===== config.mk =====
export PLATFORM = sky130hd
export DESIGN_NAME = mem_arbiter
export DESIGN_NICKNAME = d
export VERILOG_FILES = /design/src/rtl/riscv_pkg.sv /design/src/rtl/arb_perf_cnt.sv /design/src/rtl/mem_arbiter.sv
export SDC_FILE = /design/constraint.sdc
export NUM_CORES = 1
export LEC_CHECK = 0
export ABC_AREA = 1
export BUFFER_PORTS_ARGS = -buffer_cell sky130_fd_sc_hd__buf_2
export CORE_AREA = 2 2 107 109
export CTS_CLUSTER_SIZE = 25
export DETAILED_ROUTE_END_ITERATION = 6
export DIE_AREA = 0 0 109 111
export PLACE_DENSITY = 0.66
export SLEW_MARGIN = 20
export SYNTH_ARGS = -nofsm -noshare
export SYNTH_HDL_FRONTEND = slang
export SYNTH_SLANG_ARGS = --single-unit

===== constraint.sdc =====
create_clock -name clk -period 3.9 [get_ports clk]
set_input_delay 0.585 -clock clk [delete_from_list [all_inputs] [get_ports clk]]
set_output_delay 0.585 -clock clk [all_outputs]
set_load 0.005 [all_outputs]

===== src/rtl/riscv_pkg.sv =====
// Shared definitions for the memory arbiter: arbiter FSM states, fetch access size and width defaults.
package riscv_pkg;

  localparam int unsigned XLEN_DEFAULT = 32;
  localparam int unsigned PERF_CNT_W   = 32;

  // Instruction fetches are always full-word reads.
  localparam logic [2:0] FETCH_FUNCT3 = 3'b010;

  typedef enum logic [1:0] {
    IDLE  = 2'd0,
    FETCH = 2'd1,
    DATA  = 2'd2
  } arb_state_e;

endpackage


===== src/rtl/arb_perf_cnt.sv =====
// Arbiter performance counters: pipeline stall cycles and completed bus transfers, both wrapping.
module arb_perf_cnt
  import riscv_pkg::*;
(
  input  logic                  clk,
  input  logic                  reset,
  input  logic                  stall_i,
  input  logic                  done_i,
  output logic [PERF_CNT_W-1:0] stall_cycles_o,
  output logic [PERF_CNT_W-1:0] xfer_count_o
);

  logic [PERF_CNT_W-1:0] stall_cycles_q, stall_cycles_d;
  logic [PERF_CNT_W-1:0] xfer_count_q, xfer_count_d;

  always_comb begin
    stall_cycles_d = stall_cycles_q + PERF_CNT_W'(stall_i);
    xfer_count_d   = xfer_count_q + PERF_CNT_W'(done_i);
  end

  always_ff @(posedge clk) begin
    if (!reset) begin
      stall_cycles_q <= '0;
      xfer_count_q   <= '0;
    end else begin
      stall_cycles_q <= stall_cycles_d;
      xfer_count_q   <= xfer_count_d;
    end
  end

  assign stall_cycles_o = stall_cycles_q;
  assign xfer_count_o   = xfer_count_q;

endmodule


===== src/rtl/mem_arbiter.sv =====
// Two-requester (fetch / data) arbiter onto a single memory port, data has fixed priority.
// Define MEM_ARB_PERF_CNT_EN to add the stall_cycles / xfer_count performance counters.
module mem_arbiter
  import riscv_pkg::*;
#(
  parameter int unsigned XLEN = XLEN_DEFAULT
) (
  input  logic            clk,
  input  logic            reset,
  input  logic            if_req,
  input  logic [XLEN-1:0] if_addr,
  output logic [XLEN-1:0] if_rdata,
  output logic            if_done,
  input  logic            dm_req,
  input  logic            dm_we,
  input  logic [XLEN-1:0] dm_addr,
  input  logic [XLEN-1:0] dm_wdata,
  input  logic [2:0]      dm_funct3,
  output logic [XLEN-1:0] dm_rdata,
  output logic            dm_done,
  output logic            stall_f,
  output logic            stall_m,
  output logic            bus_valid,
  output logic            bus_we,
  output logic [XLEN-1:0] bus_addr,
  output logic [XLEN-1:0] bus_wdata,
  output logic [2:0]      bus_funct3,
  input  logic            bus_ready,
  input  logic [XLEN-1:0] bus_rdata
`ifdef MEM_ARB_PERF_CNT_EN
  ,
  output logic [PERF_CNT_W-1:0] stall_cycles,
  output logic [PERF_CNT_W-1:0] xfer_count
`endif
);

  arb_state_e      state_q, state_d;
  logic            bus_valid_q, bus_valid_d;
  logic            bus_we_q, bus_we_d;
  logic [XLEN-1:0] bus_addr_q, bus_addr_d;
  logic [XLEN-1:0] bus_wdata_q, bus_wdata_d;
  logic [2:0]      bus_funct3_q, bus_funct3_d;

  // Bus fields are latched once at grant and held until the transfer completes.
  always_comb begin
    state_d      = state_q;
    bus_valid_d  = bus_valid_q;
    bus_we_d     = bus_we_q;
    bus_addr_d   = bus_addr_q;
    bus_wdata_d  = bus_wdata_q;
    bus_funct3_d = bus_funct3_q;
    unique case (state_q)
      IDLE: begin
        if (dm_req) begin
          state_d      = DATA;
          bus_valid_d  = 1'b1;
          bus_we_d     = dm_we;
          bus_addr_d   = dm_addr;
          bus_wdata_d  = dm_wdata;
          bus_funct3_d = dm_funct3;
        end else if (if_req) begin
          state_d      = FETCH;
          bus_valid_d  = 1'b1;
          bus_we_d     = 1'b0;
          bus_addr_d   = if_addr;
          bus_wdata_d  = '0;
          bus_funct3_d = FETCH_FUNCT3;
        end
      end
      FETCH, DATA: begin
        if (bus_ready) begin
          state_d     = IDLE;
          bus_valid_d = 1'b0;
        end
      end
      default: begin
        state_d     = IDLE;
        bus_valid_d = 1'b0;
      end
    endcase
  end

  always_ff @(posedge clk) begin
    if (!reset) begin
      state_q      <= IDLE;
      bus_valid_q  <= 1'b0;
      bus_we_q     <= 1'b0;
      bus_addr_q   <= '0;
      bus_wdata_q  <= '0;
      bus_funct3_q <= 3'b000;
    end else begin
      state_q      <= state_d;
      bus_valid_q  <= bus_valid_d;
      bus_we_q     <= bus_we_d;
      bus_addr_q   <= bus_addr_d;
      bus_wdata_q  <= bus_wdata_d;
      bus_funct3_q <= bus_funct3_d;
    end
  end

  // Completion follows the granted owner, so a dropped request still gets its pulse.
  assign if_done  = (state_q == FETCH) && bus_ready;
  assign dm_done  = (state_q == DATA) && bus_ready;
  assign if_rdata = if_done ? bus_rdata : '0;
  assign dm_rdata = dm_done ? bus_rdata : '0;
  assign stall_f  = if_req & ~if_done;
  assign stall_m  = dm_req & ~dm_done;

  assign bus_valid  = bus_valid_q;
  assign bus_we     = bus_we_q;
  assign bus_addr   = bus_addr_q;
  assign bus_wdata  = bus_wdata_q;
  assign bus_funct3 = bus_funct3_q;

`ifdef MEM_ARB_PERF_CNT_EN
  arb_perf_cnt u_perf_cnt (
    .clk            (clk),
    .reset          (reset),
    .stall_i        (stall_f | stall_m),
    .done_i         (if_done | dm_done),
    .stall_cycles_o (stall_cycles),
    .xfer_count_o   (xfer_count)
  );
`endif

endmodule


# Word level (Yosys, flattened, before mapping)
# Index checks and enable logic that the tools add are counted.
# Widths: inputs -> output; s select.
[totals]
regBits = 71
memories = 0
romBits = 0
ramBits = 0
latchBits = 0
out_inout_bits = 137
[classes]
eq_ne = 4
n_reduce_logical = 7
muxes = 18
order_cmp = 0
shifts = 0
bitwise = 4
n_div = 0
addsub = 0
n_mul = 0
[op_table]
columns = ["operator", "n"]
rows = [
  ["$mux 32", 6],
  ["$mux 2", 3],
  ["$mux 3", 2],
  ["$mux 1", 5],
  ["$pmux 2 s2", 1],
  ["$reduce_and 2->1", 2],
  ["$ne 3x3->1 const B", 1],
  ["$and 1x1->1", 2],
  ["$eq 2x1->1 const B", 1],
  ["$eq 2x2->1 const B", 1],
  ["$logic_and 1x1->1", 2],
  ["$logic_not 2->1", 1],
  ["$ne 2x2->1 const B", 1],
  ["$not 1->1", 2],
  ["$pmux 1 s2", 1],
  ["$reduce_bool 2->1", 1],
  ["$reduce_or 2->1", 1],
]

# Longest topological paths before layout
[logic_depth]
depth_word = 4
depth_mapped = 7
mapped_depth_nobuf = 6

# Least setup slack after synthesis
# OpenSTA, ideal clock, no wires.
[synth_path]
path_type = "register to output"
startpoint = "reg state_q[0]"
endpoint = "out dm_rdata[10]"
stages_incl_launch_ff = 6
t_arrival_ns = 1.070
setup_slack_ns = 2.245
n_path_buf = 1
cell_sequence = "dfxtp_1 inv_1 ha_1 nand2_1 clkbuf_1 nor2_1"
[synth_via]
elab_chain_cells = 3
[synth_lines]
columns = ["element", "line_no", "rtl"]
rows = [
  ["start, declared", "mem_arbiter.sv:37", "arb_state_e state_q, state_d;"],
  ["start signal, assigned", "mem_arbiter.sv:92", "state_q <= state_d;"],
  ["$eq 2x2->1", "mem_arbiter.sv:103", "assign dm_done = (state_q == DATA) && bus_ready;"],
  ["$logic_and 1x1->1", "mem_arbiter.sv:103", ""],
  ["$mux 32", "mem_arbiter.sv:105", "assign dm_rdata = dm_done ? bus_rdata : '0;"],
  ["end, declared", "mem_arbiter.sv:19", "output logic [XLEN-1:0] dm_rdata,"],
]
# Every way passes these cells.

# Final worst setup path
[layout_path]
startpoint = "reg state_q[1]"
endpoint = "out if_rdata[30]"
[layout_via]
elab_chain_cells = 3
[layout_lines]
columns = ["element", "line_no", "rtl"]
rows = [
  ["$eq 2x1->1", "mem_arbiter.sv:102", "assign if_done = (state_q == FETCH) && bus_ready;"],
  ["$logic_and 1x1->1", "mem_arbiter.sv:102", ""],
  ["$mux 32", "mem_arbiter.sv:104", "assign if_rdata = if_done ? bus_rdata : '0;"],
  ["end, declared", "mem_arbiter.sv:12", "output logic [XLEN-1:0] if_rdata,"],
]
# Every way passes these cells.

==> results.md <==
* Die ar. at ~0.012 mm²
* Detailed Route Iter0 Violations at ~250
* Die X at 109 µm
* Final min period at approximately 2700 ps
* Post-Synthesis Cells at about 530
* Site row count at 39
* Final setup skew at about 4.9 ps
* Via count of the first global-routing pass at 3642
* DR vias/cell at roughly 4.4
* Status: completed
* Area leader, netlist: dfxtp_1
* Ranking of synthesized cells by area: dfxtp_1 42%, nand2_1 20%, nor2_1 15%
* Final setup TNS at 0 ps
* CP Max Fanout at 29
* Critical path class: flop to output pin
* Switching power at 0.000726 W
* Largest net degree at the start of global routing at slightly below 70
* Final instance area at approximately 0.0051 mm²
* Setup Viol. Count Final at 0
* # IOs at about 270
* Leakage at roughly 3.0 nW
* Net Count, Synth at ~680
* Core Region at between 0.01 and 0.015 mm²
* Fmax at 366 MHz
* Instance area at placement at 0.00476 mm²
* Post-synth top area share at 0.424
* Clock power share at 0.351
* Layout net count at between 900 and 1000
* Routed vias at 4111
* CTS tree: built
* Final hold violations at 0
* Hpwl dp at around 9500 µm
* Drc violations at 0
* Port Buffers at 273
* Worst Path Required at 3310 ps
* Asr flop ratio synth at 0
* CTS sink cnt at about 70
* Clk pin slew, worst setup/hold paths at about 60 ps
* Drt pass-1 iters at 4
* VDD IR-drop max at 202 µV
* Layout cell share with drive strength beyond 1 at 0.373
* Max cap viols at 0
* Setup crit start kind: flop
* Netlist cell types at 16
* GRT Util Overall at 0.200
* DRT Wirelength at between 10000 and 15000 µm
* Grt ovf at 0
* Hold crit path type: flop to flop
* Period utilization at 0.701
* Final Max Tran Viols at 0
* Measured slew at the worst slew-check pin at 971 ps
* Ys flop type: dfxtp_1
* Cts bufs inserted at 9
* Initial antenna violation count at 0
* H-tree depth at 3
* Antenna-violating nets left at 0
* RSZ-0062 raised after global routing: no
* Root Driver: clkbuf_16
* Sequential share of the synthesized area at 0.424
* Switching share of power at 0.320
* Number of diodes at 0
* CP arrival at ~2200 ps
* Post-CTS Resized at 0
* Yosys Warn Count at 0
* Comb pwr share at 0.264
* Flops & latches, synth at 71
* Area growth, synth to finish at 50.6%
* Power Dens Cells at between 400 and 500 mW/mm²
* Die height at roughly 110 µm
* Syn Area/Cell at ~6.3 µm²
* Postcts setup bufs at 0
* Internal at approximately 0.0015 W
* Clock buffer depth at 2
* Clk_lat worst skew at roughly 330 ps
* Seq pwr share at 0.385
* Slew HR at 0.351
* Post-synth EDFFs at 0
* Kind of end point of the critical path: output pin
* Cell Area, Synth at 0.00336 mm²
* RePlAce Congestion at 0.838
* Hold-fix buffers at CTS at 0
* Filler cells at between 1000 and 1500
* Initial core utilization at 0.303
* Routed len/inst at about 13 µm
* First-pass GRT wire length at approximately 18000 µm
## path summary, 6_finish.rpt
check                                     end     startpoint  depth (start not counted)  slack [ps]
worst max-delay path             if_rdata[30]     state_q[1]                          6        1170
worst min-delay path            bus_wdata[13]  bus_wdata[13]                          2         460
worst max register to register   bus_addr[15]     state_q[0]                          7        1970
worst min register to register  bus_wdata[13]  bus_wdata[13]                          2         460
## synthesized netlist by cell type, types with 2 or more instances
| library cell | n |
|---|---|
| nand3_1 | 3 |
| nor2_1 | 134 |
| buf_2 | 15 |
| clkbuf_1 | 11 |
| ha_1 | 4 |
| inv_1 | 39 |
| nand2_1 | 176 |
| buf_6 | 5 |
| a21oi_1 | 38 |
| o21ai_1 | 15 |
| o21ai_0 | 18 |
| inv_2 | 2 |
| dfxtp_1 | 71 |
## power groups by stage
stage | Sequential [W] | Combinational (W) | Clock (W)
3_5_place_dp | 0.000889 | 0.000605 | 0
2_1_floorplan | 0.000898 | 0.000330 | 0
3_3_place_gp | 0.000886 | 0.000603 | 0
4_1_cts | 0.000874 | 0.000607 | 0.000826
6_report | 0.000873 | 0.000598 | 0.000794
5_1_grt | 0.000883 | 0.000677 | 0.000855
## cell usage in the layout (no fill, tap or decap), drive strengths merged
master | netlist | final
nand2 | 176 | 176
inv | 41 | 43
clkinv | 1 | 3
clkbuf | 11 | 11
buf | 21 | 278
nand3 | 3 | 3
ha | 4 | 4
clkinvlp | 0 | 1
nor2 | 134 | 134
o21ai | 34 | 34
dfxtp | 71 | 71
a21oi | 38 | 38
## logic make-up (layout without fill, tap and decap cells)
logic type | after synthesis | count (layout) | synth area share
AOI/OAI and AO/OA | 72 | 72 | 0.111
adders and majority gates | 4 | 4 | 0.0149
buffers and inverters | 74 | 336 | 0.0995
DFF | 71 | 71 | 0.424
and+or+nand+nor | 313 | 313 | 0.351
## flip-flops by register name (all words and copies together), names as in the netlist
name and cells:
state_q 2, bus_addr 32, bus_we 1, bus_funct3 3, bus_wdata 32, bus_valid 1
## metrics by stage
step	setup slack (ps)	cells	hold slack, ps	util	total power (W)
5_1_grt	975	939	478	0.456	0.00242
2_1_floorplan	2250	534	455	-	0.00123
4_1_cts	1130	939	459	0.456	0.00231
3_3_place_gp	1390	923	447	0.430	0.00149
3_5_place_dp	1360	923	449	0.430	0.00149
6_report	1170	939	456	0.456	0.00227
## worst max-delay path, stage by stage (launching register included)
cell,delay (ps)
dfxtp_1,360
inv_1,80
ha_1,180
nand2_1,700
buf_4,290
nor2_1,60
buf_2,130
## cell type report
cell class	instances	area, µm²	share of cell area
inverters	42	158	0.0312
multi-input cells	389	1600	0.317
clock buffers	11	253	0.0500
clock inverters	5	38.8	0.00768
flip-flops and latches	71	1420	0.281
repair buffers	278	1400	0.278
well taps	143	179	0.0354
## metal layers
layer,wire [µm],track usage,up-vias
li1,-,-,2132
met1,5220,0.237,1775
met2,6040,0.345,188
met3,1190,0.0558,16
met4,171,0.0573,0
met5,0,0,-
(Power assumes the default switching activity.)
